===== src/rtl/ordinator_pkg.sv =====
// Shared token-bus definitions for the calculator transmitter and receiver.
package ordinator_pkg;

  localparam logic [1:0] OPERATOR_ADD = 2'd0;
  localparam logic [1:0] OPERATOR_SUB = 2'd1;
  localparam logic [1:0] OPERATOR_EQL = 2'd2;
  localparam logic [1:0] OPERATOR_CLR = 2'd3;

  localparam logic [7:0] MIN_OPERAND = 8'd4;

  typedef enum logic [2:0] {
    IDLE,
    EXPECT_NUM,
    EXPECT_OP,
    WAIT_RES,
    ABORT,
    DONE
  } tx_state_t;

  // Operator codes travel on the bus zero-extended to a full token.
  function automatic logic [7:0] op_token(input logic [1:0] code);
    return {6'd0, code};
  endfunction

endpackage


===== src/rtl/token_fifo.sv =====
// Tagged expression FIFO: first-word-fall-through head, synchronous flush.
module token_fifo #(
  parameter int DEPTH = 8,
  parameter int WIDTH = 9
) (
  input  logic             clk,
  input  logic             reset,
  input  logic             wr_en,
  input  logic [WIDTH-1:0] wr_data,
  input  logic             rd_en,
  input  logic             flush,
  output logic [WIDTH-1:0] rd_data,
  output logic             empty,
  output logic             full
);

  localparam int AW = $clog2(DEPTH);

  logic [WIDTH-1:0] mem [DEPTH];
  logic [AW:0]      wr_ptr_reg;
  logic [AW:0]      rd_ptr_reg;
  logic [AW:0]      count;

  // One extra pointer bit distinguishes full from empty when the indices match.
  assign count   = wr_ptr_reg - rd_ptr_reg;
  assign empty   = (count == '0);
  assign full    = (count == (AW+1)'(DEPTH));
  assign rd_data = mem[rd_ptr_reg[AW-1:0]];

  always_ff @(posedge clk) begin
    if (wr_en && !full) begin
      mem[wr_ptr_reg[AW-1:0]] <= wr_data;
    end
  end

  always_ff @(posedge clk) begin
    if (!reset || flush) begin
      wr_ptr_reg <= '0;
      rd_ptr_reg <= '0;
    end else begin
      if (wr_en && !full) begin
        wr_ptr_reg <= wr_ptr_reg + 1'b1;
      end
      if (rd_en && !empty) begin
        rd_ptr_reg <= rd_ptr_reg + 1'b1;
      end
    end
  end

endmodule


===== src/rtl/expr_token_tx.sv =====
// Expression token transmitter: grammar-checks the FIFO and streams tokens to the calculator.
// Optional EXPR_AUTO_EQL_EN: an exhausted FIFO after an operand sends an implicit EQL.
module expr_token_tx
  import ordinator_pkg::*;
#(
  parameter int DEPTH   = 8,
  parameter int TIMEOUT = 15
) (
  input  logic       clk,
  input  logic       reset,
  input  logic       wr_en,
  input  logic       wr_is_op,
  input  logic [7:0] wr_data,
  output logic       full,
  input  logic       start,
  output logic       busy,
  output logic [7:0] tok_out,
  output logic       tok_valid,
  input  logic       tok_ready,
  input  logic [7:0] result_in,
  input  logic       result_valid,
  output logic [7:0] result_out,
  output logic       done,
  output logic       err
);

  localparam int TW = $clog2(TIMEOUT + 1);

  tx_state_t     state_reg;
  logic [TW-1:0] timer_reg;
  logic [8:0]    head;
  logic          fifo_empty;
  logic          wr_ok;
  logic          xfer;
  logic          pop;
  logic          flush;

  assign wr_ok = wr_en && (state_reg == IDLE) && !full;
  assign xfer  = tok_valid && tok_ready;
  assign pop   = xfer && !fifo_empty && ((state_reg == EXPECT_NUM) || (state_reg == EXPECT_OP));
  assign flush = xfer && (state_reg == ABORT);

  token_fifo #(
    .DEPTH (DEPTH),
    .WIDTH (9)
  ) u_fifo (
    .clk     (clk),
    .reset   (reset),
    .wr_en   (wr_ok),
    .wr_data ({wr_is_op, wr_data}),
    .rd_en   (pop),
    .flush   (flush),
    .rd_data (head),
    .empty   (fifo_empty),
    .full    (full)
  );

  // Token is decoded from registered state and FIFO head, so it holds until popped.
  always_comb begin
    tok_valid = 1'b0;
    tok_out   = 8'd0;
    case (state_reg)
      EXPECT_NUM: begin
        if (!fifo_empty && !head[8] && (head[7:0] >= MIN_OPERAND)) begin
          tok_valid = 1'b1;
          tok_out   = head[7:0];
        end
      end
      EXPECT_OP: begin
        if (!fifo_empty && head[8] && (head[1:0] != OPERATOR_CLR)) begin
          tok_valid = 1'b1;
          tok_out   = op_token(head[1:0]);
        end
`ifdef EXPR_AUTO_EQL_EN
        else if (fifo_empty) begin
          tok_valid = 1'b1;
          tok_out   = op_token(OPERATOR_EQL);
        end
`endif
      end
      ABORT: begin
        tok_valid = 1'b1;
        tok_out   = op_token(OPERATOR_CLR);
      end
      default: begin
        tok_valid = 1'b0;
        tok_out   = 8'd0;
      end
    endcase
  end

  always_ff @(posedge clk) begin
    if (!reset) begin
      state_reg  <= IDLE;
      timer_reg  <= '0;
      busy       <= 1'b0;
      done       <= 1'b0;
      err        <= 1'b0;
      result_out <= 8'd0;
    end else begin
      done <= 1'b0;
      case (state_reg)
        IDLE: begin
          if (start) begin
            err       <= 1'b0;
            busy      <= 1'b1;
            state_reg <= (fifo_empty && !wr_ok) ? ABORT : EXPECT_NUM;
          end
        end
        EXPECT_NUM: begin
          if (!tok_valid) begin
            state_reg <= ABORT;
          end else if (tok_ready) begin
            state_reg <= EXPECT_OP;
          end
        end
        EXPECT_OP: begin
          if (!tok_valid) begin
            state_reg <= ABORT;
          end else if (tok_ready) begin
            timer_reg <= '0;
            state_reg <= (tok_out[1:0] == OPERATOR_EQL) ? WAIT_RES : EXPECT_NUM;
          end
        end
        WAIT_RES: begin
          if (result_valid) begin
            result_out <= result_in;
            done       <= 1'b1;
            state_reg  <= DONE;
          end else if (timer_reg >= TW'(TIMEOUT - 1)) begin
            err       <= 1'b1;
            done      <= 1'b1;
            state_reg <= DONE;
          end else begin
            timer_reg <= timer_reg + 1'b1;
          end
        end
        ABORT: begin
          err <= 1'b1;
          if (tok_ready) begin
            done      <= 1'b1;
            state_reg <= DONE;
          end
        end
        DONE: begin
          busy      <= 1'b0;
          state_reg <= IDLE;
        end
        default: state_reg <= IDLE;
      endcase
      // A dropped host write is reported even if a start clears err this cycle.
      if (wr_en && !wr_ok) begin
        err <= 1'b1;
      end
    end
  end

endmodule


===== config.mk =====
export PLATFORM = sky130hd
export DESIGN_NAME = expr_token_tx
export DESIGN_NICKNAME = d
export VERILOG_FILES = /design/src/rtl/ordinator_pkg.sv /design/src/rtl/token_fifo.sv /design/src/rtl/expr_token_tx.sv
export SDC_FILE = /design/constraint.sdc
export NUM_CORES = 1
export LEC_CHECK = 0
export CAP_MARGIN = 20
export CORE_UTILIZATION = 45
export DETAILED_ROUTE_END_ITERATION = 12
export PLACE_DENSITY = 0.65
export RECOVER_POWER = 50
export SYNTH_ARGS = -nofsm -noshare
export SYNTH_HDL_FRONTEND = slang
export SYNTH_SLANG_ARGS = --single-unit

===== constraint.sdc =====
create_clock -name clk -period 6.3 [get_ports clk]
set_input_delay 1.26 -clock clk [delete_from_list [all_inputs] [get_ports clk]]
set_output_delay 1.26 -clock clk [all_outputs]
set_load 0.01 [all_outputs]

# Yosys cells after proc, flatten, opt, wreduce, memory -nomap -nowiden
# Memories as Yosys holds them, arrays and structs flattened. A register that Yosys moved wholly into a read port is not among the register bits.
# Cells that the tools add are included.
dict set report classes {
  n_addsub 4
  reduce_logical 31
  mux 37
  n_div 0
  n_lt_le_gt_ge 2
  n_bitwise 0
  n_eq_ne 20
  shift 0
  n_mul 0
}
# op count
set op_table {}
lappend op_table {{2-to-1 mux 3 bit} 11}
lappend op_table {{one-hot mux 8 bit (3 select lines)} 1}
lappend op_table {{2-to-1 mux 4 bit} 4}
lappend op_table {{!= test 3 bit, second input constant} 5}
lappend op_table {{one-hot mux 3 bit (5 select lines)} 1}
lappend op_table {{logical AND 1 bit} 14}
lappend op_table {{!= test 2 bit, second input constant} 7}
lappend op_table {{adder 4 x 1 -> 4 bit, second input constant} 3}
lappend op_table {{2-to-1 mux 1 bit} 12}
lappend op_table {{AND reduction 5 bit} 2}
lappend op_table {{greater-or-equal comparator 8 x 3 -> 1 bit, second input constant} 1}
lappend op_table {{2-to-1 mux 8 bit} 1}
lappend op_table {{one-hot mux 4 bit (2 select lines)} 1}
lappend op_table {{== test 3 x 2 -> 1 bit, second input constant} 2}
lappend op_table {{== test 3 bit, second input constant} 2}
lappend op_table {{one-hot mux 1 bit (3 select lines)} 2}
lappend op_table {{zero test 1 bit} 5}
lappend op_table {{== test 4 bit, second input constant} 1}
lappend op_table {{greater-or-equal comparator 4 bit, second input constant} 1}
lappend op_table {{zero test 4 bit} 1}
lappend op_table {{2-to-1 mux 2 bit} 2}
lappend op_table {{one-hot mux 1 bit (2 select lines)} 2}
lappend op_table {{AND reduction 2 bit} 2}
lappend op_table {{AND reduction 4 bit} 1}
lappend op_table {{other kinds (8)} 10}
dict set report totals {
  in_bits 23
  mem_count 1
  rom_bits 0
  register_bits 26
  mem_bits_rw 72
  latch_bits 0
}
# name depth width read_ports rd_ports_with_merged_regs write_ports line_no
set mem_list {}
lappend mem_list {u_fifo.mem 8 9 1 1 1 token_fifo.sv:19} ;# logic [WIDTH-1:0] mem [DEPTH];

# Logic depth before layout (Yosys ltp)
dict set report logic_depth {
  depth_word 13
  depth_mapped 9
  depth_no_buf 9
}

# Hierarchy
# Synthesis repeated with hierarchy kept, for this count alone.
dict set report unflattened {
  hier_cells 320
  hier_area_um2 4377.9
}
# mod seq_area_each_um2 cells_per_inst instances area_per_inst_um2
set by_module_without_submodules {}
lappend by_module_without_submodules {token_fifo 2382.3 188 1 3362.0}
lappend by_module_without_submodules {expr_token_tx 360.3 132 1 1016.0}

# Worst setup path after synthesis
# No wires, ideal clock.
dict set report synth_path {
  kind {register to output}
  startpoint {reg with a tool-made name}
  endpoint {out tok_valid}
  path_stages_with_launch 8
  t_arrival_ns 2.011
  n_path_buf 1
  required_ns 5.040
  setup_slack_ns 3.029
  cell_sequence {dfxtp_1 -> buf_2 -> mux4_2 -> mux2i_1 -> nand4_1 -> o211ai_2 -> and3_1 -> inv_1}
}
# item line_no
set synth_rtl {}
lappend synth_rtl {{end: declaration} expr_token_tx.sv:18} ;# output logic tok_valid,

==> impl_results.md <==
* # IOs at 44
* Wire length per cell at 17.06 um
* Synth top area cells: edfxtp_1 49%, dfxtp_1 13%, mux4_1 5.4%, mux4_2 4.6%, mux2i_1 2.7%
* HP Class: register to register
* Cell Area, Placed at 4974 um^2
* Skew final at about 0.0091 ns
* Post-synth EDFFs at 72
* Top-count cell post-synth: edfxtp_1
* # DRC at 0
* Pin count of the biggest net entering global routing at 23
* Seq/Total Area, Yosys at between 60 and 70%
* Slew margin rel. at a little under a third
* Pwr Total at ~1.6 mW
* First-pass GRT wire length at 13350 um
* IO buf count at 43
* Via count at approximately 2.7k
* Hold_buf cts at 0
* Slowest stage cell, crit path: dfxtp_1
* Share of layout cells above drive strength 1 at 10.63%
* Mapped cell area at approximately 4400 um^2
* Final setup violation count at 0
* Ys Warns at 0
* Outcome: complete, no violations
* Total negative slack at 0 ns
* Net Count, Synth at 344
* Grt total ovfl at 0
* Number of flip-flops in the largest register at 72
* Total Routing Usage GR at between 10% and 20%
* Die X at 100.9 um
* Row cnt at 35
* H-tree depth at 3
* Num CTS Buffers at 9
* Max-slew violation count at 0
* Critical Path AT at between 3 and 4 ns
* Final hold slack at 0.4674 ns
* Final Wtd Congestion at between 0.7 and 0.8
* Dominant cell type by area after synthesis: edfxtp_1
* Post-synth ARST share at 0%
* Setup bufs post-CTS at 0
* Share of the synthesized area in the top cell type at 49.09%
* Core Footprint at roughly 9400 um^2
* Tcrit/Tclk final at 76.07%
* Routed wire length at 8463 um
* Antenna cells at 0
* CP Data Required Time at 5.04 ns
* Post-synthesis mux area share at about an eighth
* Max-cap viol count at 0
* Worst-Margin Slew at approximately 1.0 ns
* Worst setup margin at approximately 1.5 ns
* Cells after Synth at around 310
* Worst path bufs/invs at 1
* Cell Pwr Density at around 300 nW/um^2
* Leakage Power at approximately 1.7 nW
* Placed insts at about 480
* Post-Synth Simple-Gate Area at ~11%
* Clock Pin Slew Worst Setup and Hold Paths at about 0.090 ns
* Critical Path Sink Type: primary output
* Crit path launch type: register
* Syn Area/Cell at between 10 and 15 um^2
* Ys flop type: edfxtp_1
* Final core occ at 55.19%
* Clock sinks at around 100
* Max Fanout on Critical Path at 15
* Die Area at around 10000 um^2
* Post-DRT Antenna Nets at 0
* Netlist cell types at between 50 and 60
* Largest family of logic cells by synthesized area: multiplexers
* Final worst path period need at between 4 and 5 ns
* Initial Utilization at between 40 and 50%
* Cell breakdown of the critical path: mux4_1, mux2_2, nor3_2, o211ai_2, and3_1, a21oi_1, clkdlybuf4s50_1
* Layout Cells excl Fill at 496
* Cts repair resizes at 0
* Post-layout nets at between 300 and 400
* Pre-antenna DRT Iters at 4
* Vias/cell at ~5.4
* Post-synthesis compound-gate area fraction at 8.352%
* First DRT Iteration DRCs at between 150 and 200
* Final HPWL from detailed placement at 5714 um
* Post-synthesis adder-cell area fraction at between 1.5 and 2%
* Post-synthesis xor/xnor area fraction at under 10%
* CP max stage delay at between 0.9 and 1 ns
* Vias in the first global route at 2612
* WS Path Type: register to primary output
* Die Y at between 100 and 150 um
* Fin. Hold Viols at 0
* Peak VDD IR at between 0.00015 and 0.0002 V
* Clock root cell: clkbuf_8
* Clock Latency Late Sink at around 0.36 ns
* Fmax at roughly 210 MHz
* Final Cell Area at 5172 um^2
* CTS tree: done
* Unrepaired setup endpoints after global routing: false
* Pre-CTS setup slack at approximately 1.8 ns
* Initial antenna violation count at 0
* Yosys reg bits at between 100 and 150
* Max Root-Sink Buffers at 2
* Area grow syn2layout at 17.44%
* Top delay family on crit path: multiplexers
* List of most frequent post-synthesis cells: 72 x edfxtp_1, 31 x nand2_1, 29 x dfxtp_1, 22 x nor2_1, 12 x mux2i_1
-- per-layer routing --
layer	track usage [%]	wire [um]	up-vias
met2	27.77	4041	51
met4	7.469	61	0
met3	2.497	292	4
met5	0	0	-
li1	-	-	1303
met1	25.21	4067	1314
-- worst register-to-register path: stages, from the launching register on --
cell      delay, ns
dfxtp_1        0.47
inv_1          0.14
ha_1           0.22
nand3b_1       0.20
a21oi_1        0.23
nor4bb_1       0.11
clkbuf_1       0.18
nor2_1         0.29
nand2_1        0.20
nor2_1         0.82
-- power breakdown --
| group | internal (mW) | switching (mW) |
|---|---|---|
| clock | 0.185 | 0.219 |
| combinational | 0.164 | 0.202 |
| sequential | 0.766 | 0.0432 |
-- final timing paths --
path                      endpoint  depth (start not counted)                  from  slack, ns
setup / recovery        tok_out[0]                          7              register       1.51
hold reg to reg      result_out[5]                          2         result_out[5]       0.47
hold / removal       result_out[5]                          2         result_out[5]       0.47
setup reg to reg  u_fifo.mem[7][1]                          9  u_fifo.wr_ptr_reg[0]       3.07
-- final cells by class --
class,count,area [um^2]
Fill cell,801,4199
Timing Repair Buffer,49,467.9
Clock inverter,7,75.07
Clock buffer,9,123.9
Multi-Input combinational cell,191,1564
Inverter,10,37.54
Tap cell,129,161.4
Sequential cell,101,2743
-- cells in the final DEF (no fill, tap or decap), drive strengths merged, types with 4 or more instances in the layout --
cell	Yosys	final
edfxtp	72	72
nand2	32	32
dfxtp	29	29
clkdlybuf4s50	0	27
nor2	22	22
mux4	18	18
dlygate4sd3	0	16
mux2i	12	12
a21boi	11	11
inv	10	11
clkbuf	8	11
a21oi	9	9
o21ai	9	9
nand3	8	8
ha	7	7
nor3	7	7
and3	6	6
xnor2	4	4
nand4	4	4
buf	4	4
o211ai	4	4
-- kinds of logic after synthesis --
group | count (synthesis)
flip-flops | 101
AND/OR/NAND/NOR | 97
multiplexers | 31
AO/OA/AOI/OAI | 50
adder cells (fa/ha/maj) | 7
buffers and inverters | 22
XOR/XNOR | 6
Note: power is estimated with default switching activity, not from simulation.
